File: src/rtl/vpipe_pkg.sv
// Shared vpipe definitions: default address/data widths and the store-buffer depth check.
package vpipe_pkg;

    localparam int VP_AW    = 8;
    localparam int VP_DW    = 8;
    localparam int VP_DEPTH = 4;

    // Pointers wrap naturally, so the depth must be a power of two and at least 2.
    function automatic bit vp_depth_ok(input int depth);
        return (depth >= 2) && ((depth & (depth - 1)) == 0);
    endfunction

    localparam bit VP_DEPTH_OK = vp_depth_ok(VP_DEPTH);

endpackage

File: src/rtl/vpipe_sb_fwd.sv
// Store-to-load forwarding search over the occupied store-buffer entries; youngest match wins.
module vpipe_sb_fwd #(
    parameter int AW    = 8,
    parameter int DW    = 8,
    parameter int DEPTH = 4,
    localparam int PW   = $clog2(DEPTH)
) (
    input  logic [DEPTH-1:0]    valid,
    input  logic [DEPTH*AW-1:0] addr_flat,
    input  logic [DEPTH*DW-1:0] data_flat,
    input  logic [PW-1:0]       head,
    input  logic [PW:0]         count,
    input  logic [AW-1:0]       raddr,
    output logic                hit,
    output logic [DW-1:0]       hit_data
);

    logic [PW-1:0] idx;

    // Walk oldest to youngest; each later match overrides, so the youngest has priority.
    always_comb begin
        hit      = 1'b0;
        hit_data = '0;
        idx      = '0;
        for (int i = 0; i < DEPTH; i++) begin
            idx = head + PW'(i);
            if (((PW+1)'(i) < count) && valid[idx] &&
                (addr_flat[idx*AW +: AW] == raddr)) begin
                hit      = 1'b1;
                hit_data = data_flat[idx*DW +: DW];
            end
        end
    end

endmodule

File: src/rtl/vpipe_store_buffer.sv
// In-order store buffer between the vpipe core and memory, with load forwarding.
module vpipe_store_buffer
    import vpipe_pkg::*;
#(
    parameter int AW    = VP_AW,
    parameter int DW    = VP_DW,
    parameter int DEPTH = VP_DEPTH,
    localparam int PW   = $clog2(DEPTH)
) (
    input  logic          clk,
    input  logic          rst,
    input  logic          in_wen,
    input  logic [AW-1:0] in_waddr,
    input  logic [DW-1:0] in_wdata,
    output logic          in_ready,
    input  logic          in_ren,
    input  logic [AW-1:0] in_raddr,
    output logic [DW-1:0] in_rdata,
    output logic          mem_wen,
    output logic [AW-1:0] mem_waddr,
    output logic [DW-1:0] mem_wdata,
    input  logic          mem_wready,
    output logic          mem_ren,
    output logic [AW-1:0] mem_raddr,
    input  logic [DW-1:0] mem_rdata,
    output logic [PW:0]   count,
    output logic          empty
);

    if (!vp_depth_ok(DEPTH)) begin : g_bad_depth
        $error("vpipe_store_buffer: DEPTH must be a power of two and >= 2");
    end

    logic [AW-1:0]       addr_q [DEPTH];
    logic [DW-1:0]       data_q [DEPTH];
    logic [DEPTH-1:0]    valid_q;
    logic [PW-1:0]       head_q;
    logic [PW-1:0]       tail_q;
    logic [PW:0]         count_q;
    logic                enq;
    logic                deq;
    logic [DEPTH*AW-1:0] addr_flat;
    logic [DEPTH*DW-1:0] data_flat;
    logic                hit;
    logic [DW-1:0]       hit_data;

    assign in_ready  = (count_q != (PW+1)'(DEPTH));
    assign empty     = (count_q == '0);
    assign count     = count_q;
    assign mem_wen   = !empty;
    assign mem_waddr = addr_q[head_q];
    assign mem_wdata = data_q[head_q];
    assign enq       = in_wen && in_ready;
    assign deq       = mem_wen && mem_wready;

    // Entry payload carries no reset; valid/count define what is meaningful.
    always_ff @(posedge clk) begin
        if (enq) begin
            addr_q[tail_q] <= in_waddr;
            data_q[tail_q] <= in_wdata;
        end
    end

    always_ff @(posedge clk) begin
        if (rst) begin
            head_q  <= '0;
            tail_q  <= '0;
            count_q <= '0;
            valid_q <= '0;
        end else begin
            if (enq) begin
                valid_q[tail_q] <= 1'b1;
                tail_q          <= tail_q + 1'b1;
            end
            if (deq) begin
                valid_q[head_q] <= 1'b0;
                head_q          <= head_q + 1'b1;
            end
            case ({enq, deq})
                2'b10:   count_q <= count_q + 1'b1;
                2'b01:   count_q <= count_q - 1'b1;
                default: count_q <= count_q;
            endcase
        end
    end

    for (genvar g = 0; g < DEPTH; g++) begin : g_flat
        assign addr_flat[g*AW +: AW] = addr_q[g];
        assign data_flat[g*DW +: DW] = data_q[g];
    end

    // Search sees registered state only, so a same-cycle write is never forwarded.
    vpipe_sb_fwd #(
        .AW    (AW),
        .DW    (DW),
        .DEPTH (DEPTH)
    ) u_fwd (
        .valid     (valid_q),
        .addr_flat (addr_flat),
        .data_flat (data_flat),
        .head      (head_q),
        .count     (count_q),
        .raddr     (in_raddr),
        .hit       (hit),
        .hit_data  (hit_data)
    );

    assign mem_raddr = in_raddr;
    assign mem_ren   = in_ren && !hit;
    assign in_rdata  = !in_ren ? '0 : (hit ? hit_data : mem_rdata);

endmodule

File: config.mk
export PLATFORM = sky130hd
export DESIGN_NAME = vpipe_store_buffer
export DESIGN_NICKNAME = d
export VERILOG_FILES = /design/src/rtl/vpipe_pkg.sv /design/src/rtl/vpipe_sb_fwd.sv /design/src/rtl/vpipe_store_buffer.sv
export SDC_FILE = /design/constraint.sdc
export NUM_CORES = 1
export LEC_CHECK = 0
export BUFFER_PORTS_ARGS = -buffer_cell sky130_fd_sc_hd__buf_2
export CAP_MARGIN = 25
export CORE_ASPECT_RATIO = 0.5
export CORE_MARGIN = 1
export CORE_UTILIZATION = 45
export DETAILED_ROUTE_END_ITERATION = 8
export GPL_TIMING_DRIVEN = 1
export PLACE_DENSITY = 0.76
export SLEW_MARGIN = 20
export SYNTH_ARGS = -nofsm -noshare
export SYNTH_HDL_FRONTEND = slang
export SYNTH_HIERARCHICAL = 1
export SYNTH_SLANG_ARGS = --single-unit
export TNS_END_PERCENT = 50
File: constraint.sdc
create_clock -name clk -period 5.3 [get_ports clk]
set_input_delay 0.53 -clock clk [delete_from_list [all_inputs] [get_ports clk]]
set_output_delay 0.53 -clock clk [all_outputs]
set_load 0.03 [all_outputs]
==> flow_summary.yaml, run 1 <==
logic_synthesis:
  syn-instance-count: 453
  syn_area_sq_mm: 0.005654
  synth_flop_cell: "edfxtp_1"
  yosys-top-cells-area: "edfxtp_1 (34%), mux4_2 (20%), mux2i_1 (6.4%)"
  synth_area_leader_cell: "edfxtp_1"
  yosysMostFrequentCell: "edfxtp_1"
  syn_area_per_cell_sq_um: 12.48
  synth_seq_cells: 77
  async_flop_share: 0
  synth_fp_nets: 500
  synth_enable_flop_cells: 64
  ys_top_cells_by_count: "edfxtp_1 (64), mux4_2 (49), mux2i_1 (36), xnor2_1 (31), nand3_1 (21)"
  yosysWarnings: 6
  synth.distinct_cells: 58
  synth_top_area_share: 0.3399
  seq_area_frac_synth: 0.3859
route:
  wirelength_um: 13020
  vias_per_cell: 6.031
  drtIter0Drc: 381
  dr.pass1.iters: 5
  num_vias: 4041
  routedWlPerCell_um: 19.43
  ant_nets: 0
  drc: 0
sta:
  slew_headroom: 0.3145
  worst_slew_pin_slew_ns: 1.028
  grt_setup_unrepaired: "no"
  final_hold_viol_count: 0
  fin_crit_sh: 0.9120
  slew_violations: 0
  layout_min_cycle_time_ns: 4.834
  fin_skew_ns: 0.005834
  finalSetupViolations: 0
  fmax_mhz: 206.9
  tns_ns: 0
status:
  outcome: "complete, no violations"
floorplanning:
  ios: 76
  dieWidth_um: 160.5
  die_y_um: 81.26
  core_sq_mm: 0.01202
  die-area_sq_mm: 0.01304
  start_util: 0.4705
  fp-row-count: 28
layout:
  diodes: 0
  final_area_sq_mm: 0.006400
  nets: 547
  seq_area_sq_mm: 0.002190
  post-route-util: 0.5326
  area_growth_pct: 13.19
  drive_above_1_share: 0.3465
  multi_input_area_sq_mm: 0.003181
  nFillCells: 999
clocking:
  ctsHoldBuffers: 0
  post_cts_buffers: 0
  cts_tree: "built"
  path_clk_slew_ns: 0.06
  cts-buffers-inserted: 9
  clockRootBuffer: "clkbuf_16"
  clockBufferDepth: 2
  cts_resized: 0
  clock_latency_ns: 0.34
  cts.sinks: 77
  htree_levels: 3
global_route:
  use_met3: 0.04239
  grt_use_met2: 0.3190
  grtUsageMet1: 0.2978
  gr-usage-all-layers: 0.2073
  grt_pass1_wl_um: 20610
  grt_max_degree: 54
  grt.busiest_layer: "met2"
  gr-total-overflow: 0
  first_global_vias: 3893
  antenna_found_initial: 0
power_and_ir_drop:
  leakage_nw: 2.088
  ir_drop_mv: 0.1779
  power_density_mw_per_mm2: 438.1
setup_path:
  worstSetupStartpointType: "register"
  slowest_delay_ns: 0.83
  cp.arrival_ns: 4.30
  crit_type: "reg2out"
  path_max_fanout: 53
  required_ns: 4.77
  timing.critical_path.mode_cell: "nor2b_1"
  cp_cell_sequence: "mux4_2 > xnor2_1 > o2111ai_1 > a211o_1 > nor2_1 > nor2b_1 > a22oi_1 > mux2i_1 > nor2b_1 > buf_2"
  crit_family: "simple AND/OR/NAND/NOR gates"
  slowest_stage: "dfxtp_4"
  cp.buffers_inverters: 1
  endpoint_kind: "primary output"
place:
  io_buffers: 75
  hpwl_um: 9200
  place.gp.congestion: 0.8790
  placed_cell_area_sq_mm: 0.006043
run:
  drv_cap: 0
min_path:
  hp-class: "in2reg"
[flip-flops by register name, indices dropped and copies added, names as in the netlist, named ones only]
name,cells
count,3
head_q,2
valid_q,4
tail_q,2
addr_q,32
data_q,32
[power breakdown]
| part | leakage [nW] | total (W) | internal [W] | switching [W] |
|---|---|---|---|---|
| combinational | 1.23 | 0.00120 | 0.000556 | 0.000643 |
| sequential | 0.695 | 0.000908 | 0.000738 | 0.000170 |
| clock | 0.159 | 0.000696 | 0.000457 | 0.000239 |
| total | 2.09 | 0.00280 | 0.00175 | 0.00105 |
[worst paths after layout]
kind | from | endpoint | slack, ns | cells past startpoint
max | head_q[1] | in_rdata[0] | 0.47 | 10
min | in_wdata[6] | data_q[0][6] | 0.41 | 1
max reg2reg | count[2] | count[2] | 2.80 | 9
min reg2reg | valid_q[2] | valid_q[2] | 0.53 | 1
[per-layer routing]
layer  vias to the layer above  routed length, um
li1                       1867                  -
met1                      1988               6108
met2                       176               5919
met3                        10                890
met4                         0                102
met5                         -                  0
[area by class of cell]
cell class	instances	share of cell area
tap	165	0.03226
clock inverter	7	0.01779
multi-input combinational	316	0.4970
clock buffer	9	0.03519
timing repair buffer	81	0.06686
sequential	77	0.3421
inverter	15	0.008798
[cells by family after synthesis]
logic type / synth area share
buffers and inverters: 0.05156
flip-flops: 0.3859
adder cells (fa/ha/maj): 0.02346
XOR/XNOR: 0.05886
AO/OA/AOI/OAI: 0.07768
multiplexers: 0.2954
AND/OR/NAND/NOR: 0.1071
[through the flow]
stage | instances | total power, W | setup slack (ns) | hold slack, ns
3_3_place_gp | 653 | 0.002089 | 0.7414 | 0.5052
2_1_floorplan | 453 | 0.001856 | 1.416 | 0.4750
4_1_cts | 669 | 0.002809 | 0.2826 | 0.4037
6_report | 670 | 0.002804 | 0.4662 | 0.4106
3_5_place_dp | 653 | 0.002114 | 0.7009 | 0.5068
5_1_grt | 670 | 0.002950 | 0.1837 | 0.4073
[placed cells by master, fill, tap and decap left out, types with 6 or more instances in the layout]
master     count
a21oi_1       13
a31oi_1        7
and3_1         6
buf_2         75
clkbuf_16      9
dfxtp_1       11
edfxtp_1      64
ha_1           9
inv_1         15
mux2_2        17
mux2i_1       36
mux4_2        49
nand2_1        9
nand2b_1       6
nand3_1       21
nor2_1        19
nor2b_1       10
or3_1          6
xnor2_1       31
xor2_1         7
Note: power is estimated with default switching activity, not from simulation.
==> run 2: changes to the inputs <==
--- a/config.mk
+++ b/config.mk
@@ -7,7 +7,7 @@
 export LEC_CHECK = 0
 export BUFFER_PORTS_ARGS = -buffer_cell sky130_fd_sc_hd__buf_2
 export CAP_MARGIN = 25
-export CORE_ASPECT_RATIO = 0.5
+export CORE_ASPECT_RATIO = 1.4
 export CORE_MARGIN = 1
 export CORE_UTILIZATION = 45
 export DETAILED_ROUTE_END_ITERATION = 8
==> run 2 against run 1 <==
- critical path depth is the same
- via count fell by 0.25%
- total power down 1.3%
- sequential share of layout area fell by 0.099 points
- clock skew grew 0.0033 ns
- hold slack got worse by 0.0093 ns
- final cell count shrank 1.5%
- register-to-register slack got worse by 0.03 ns
- global-route usage grew 0.47 points
- sequential cell count stayed put
==> flow_summary.yaml, run 2 (same netlist as run 1, synthesis figures left out) <==
status:
  outcome: "complete, no violations"
global_route:
  grt_pass1_wl_um: 21360
  antenna_found_initial: 0
  gr-usage-all-layers: 0.2120
  gr-total-overflow: 0
  first_global_vias: 4110
  grt_max_degree: 78
route:
  ant_nets: 0
  dr.pass1.iters: 4
  num_vias: 4031
  drc: 0
  routedWlPerCell_um: 20.44
  vias_per_cell: 6.108
  wirelength_um: 13490
  drtIter0Drc: 176
setup_path:
  path_max_fanout: 77
  worstSetupStartpointType: "register"
  cp_cell_sequence: "mux4_2 > xnor2_1 > nand4_1 > or2_1 > or4b_1 > mux4_2 > a21boi_1 > mux2i_1 > nor2b_1 > buf_2"
  timing.critical_path.mode_cell: "mux4_2"
  endpoint_kind: "primary output"
  reg2reg_slack_ns: 2.77
  crit_family: "simple AND/OR/NAND/NOR gates"
  crit_type: "reg2out"
  required_ns: 4.77
  slowest_delay_ns: 1.02
  slowest_stage: "dfxtp_4"
  cp.arrival_ns: 4.26
  cp.buffers_inverters: 1
clocking:
  cts.sinks: 77
  ctsHoldBuffers: 0
  cts-buffers-inserted: 9
  post_cts_buffers: 0
  cts_resized: 0
  clock_latency_ns: 0.34
  path_clk_slew_ns: 0.06
  cts_tree: "built"
  clockBufferDepth: 2
  clockRootBuffer: "clkbuf_16"
  htree_levels: 3
layout:
  final_area_sq_mm: 0.006411
  area_growth_pct: 13.39
  nets: 552
  layout.cells.most_common: "buf_2"
  reg.largest.list: "addr_q (32), data_q (32), valid_q (4)"
  drive_above_1_share: 0.3549
  diodes: 0
  final_cell_mix: "buf_2 (75), edfxtp_1 (64), mux4_2 (49), mux2i_1 (36), xnor2_1 (31)"
  post-route-util: 0.5207
sta:
  slew_violations: 0
  final_hold_viol_count: 0
  tns_ns: 0
  slew_headroom: 0.3010
  grt_setup_unrepaired: "no"
  layout_min_cycle_time_ns: 4.791
  fin_skew_ns: 0.009158
  fin_crit_sh: 0.9040
  finalSetupViolations: 0
  worst_slew_pin_slew_ns: 1.049
  fmax_mhz: 208.7
power_and_ir_drop:
  switching_share: 0.3854
  combPwrFrac: 0.458
  seq_power_share: 0.315
  clkPwrFrac: 0.227
  leakage_nw: 2.105
  power_density_mw_per_mm2: 431.6
  ir_drop_mv: 0.2322
  internal_power_w: 0.001701
  p_sw_w: 0.001066
place:
  hpwl_um: 9690
  place.gp.congestion: 0.8797
  placed_cell_area_sq_mm: 0.006040
  io_buffers: 75
floorplanning:
  die_y_um: 134.6
  core_sq_mm: 0.01231
  dieWidth_um: 96.74
  die-area_sq_mm: 0.01302
  start_util: 0.4592
  ios: 76
  fp-row-count: 48
min_path:
  hp-class: "in2reg"
run:
  drv_cap: 0
-- run 2: cell types whose count changed in the layout (fill, tap and decap cells not counted) --
| cell | previous run | this run |
|---|---|---|
| buf_4 | 5 | 7 |
| clkinv_4 | 0 | 2 |
| dfxtp_4 | 2 | 1 |
| bufinv_16 | 3 | 1 |
| buf_8 | 1 | 2 |
| inv_6 | 0 | 1 |
| buf_12 | 0 | 1 |
| buf_6 | 0 | 1 |
| dfxtp_2 | 0 | 1 |
| clkbuf_8 | 0 | 1 |
| clkinv_1 | 1 | 0 |
| clkinv_2 | 1 | 0 |
-- run 2: power groups by stage --
stage	combinational (W)	sequential, W	clock [W]
5_1_grt	0.00136	0.000892	0.000658
2_1_floorplan	0.00104	0.000812	0
6_report	0.00127	0.000872	0.000628
3_5_place_dp	0.00120	0.000927	0
4_1_cts	0.00121	0.000915	0.000638
3_3_place_gp	0.00119	0.000917	0
-- run 2: worst paths after layout --
check	cells past startpoint	startpoint	endpoint
max reg2reg	9	count[2]	count[2]
min	1	in_wdata[7]	data_q[0][7]
min reg2reg	1	valid_q[0]	valid_q[0]
max	10	head_q[1]	in_rdata[7]
-- run 2: cell type report --
cell class | count | area [sq um]
tap | 150 | 187.7
clock buffer | 10 | 239.0
clock inverter | 6 | 71.32
timing repair buffer | 86 | 489.2
sequential | 77 | 2187
inverter | 15 | 56.30
fill | 1048 | 5901
multi-input combinational | 316 | 3181
-- run 2: stage by stage --
stage          setup slack, ns  total power [W]  hold WS (ns)  std cells
2_1_floorplan            1.416         0.001856        0.4750        453
3_3_place_gp            0.7544         0.002103        0.5111        640
3_5_place_dp            0.7682         0.002131        0.5244        640
4_1_cts                 0.3790         0.002763        0.3936        656
5_1_grt                 0.3041         0.002909        0.3970        660
6_report                0.5087         0.002767        0.4013        660
-- run 2: routing by layer --
layer | vias up | wire length, um | track usage
met1 | 2023 | 5211 | 0.2409
met3 | 20 | 522 | 0.03261
li1 | 1869 | - | -
met4 | 0 | 315 | 0.1036
met2 | 119 | 7443 | 0.3873
met5 | - | 0 | 0
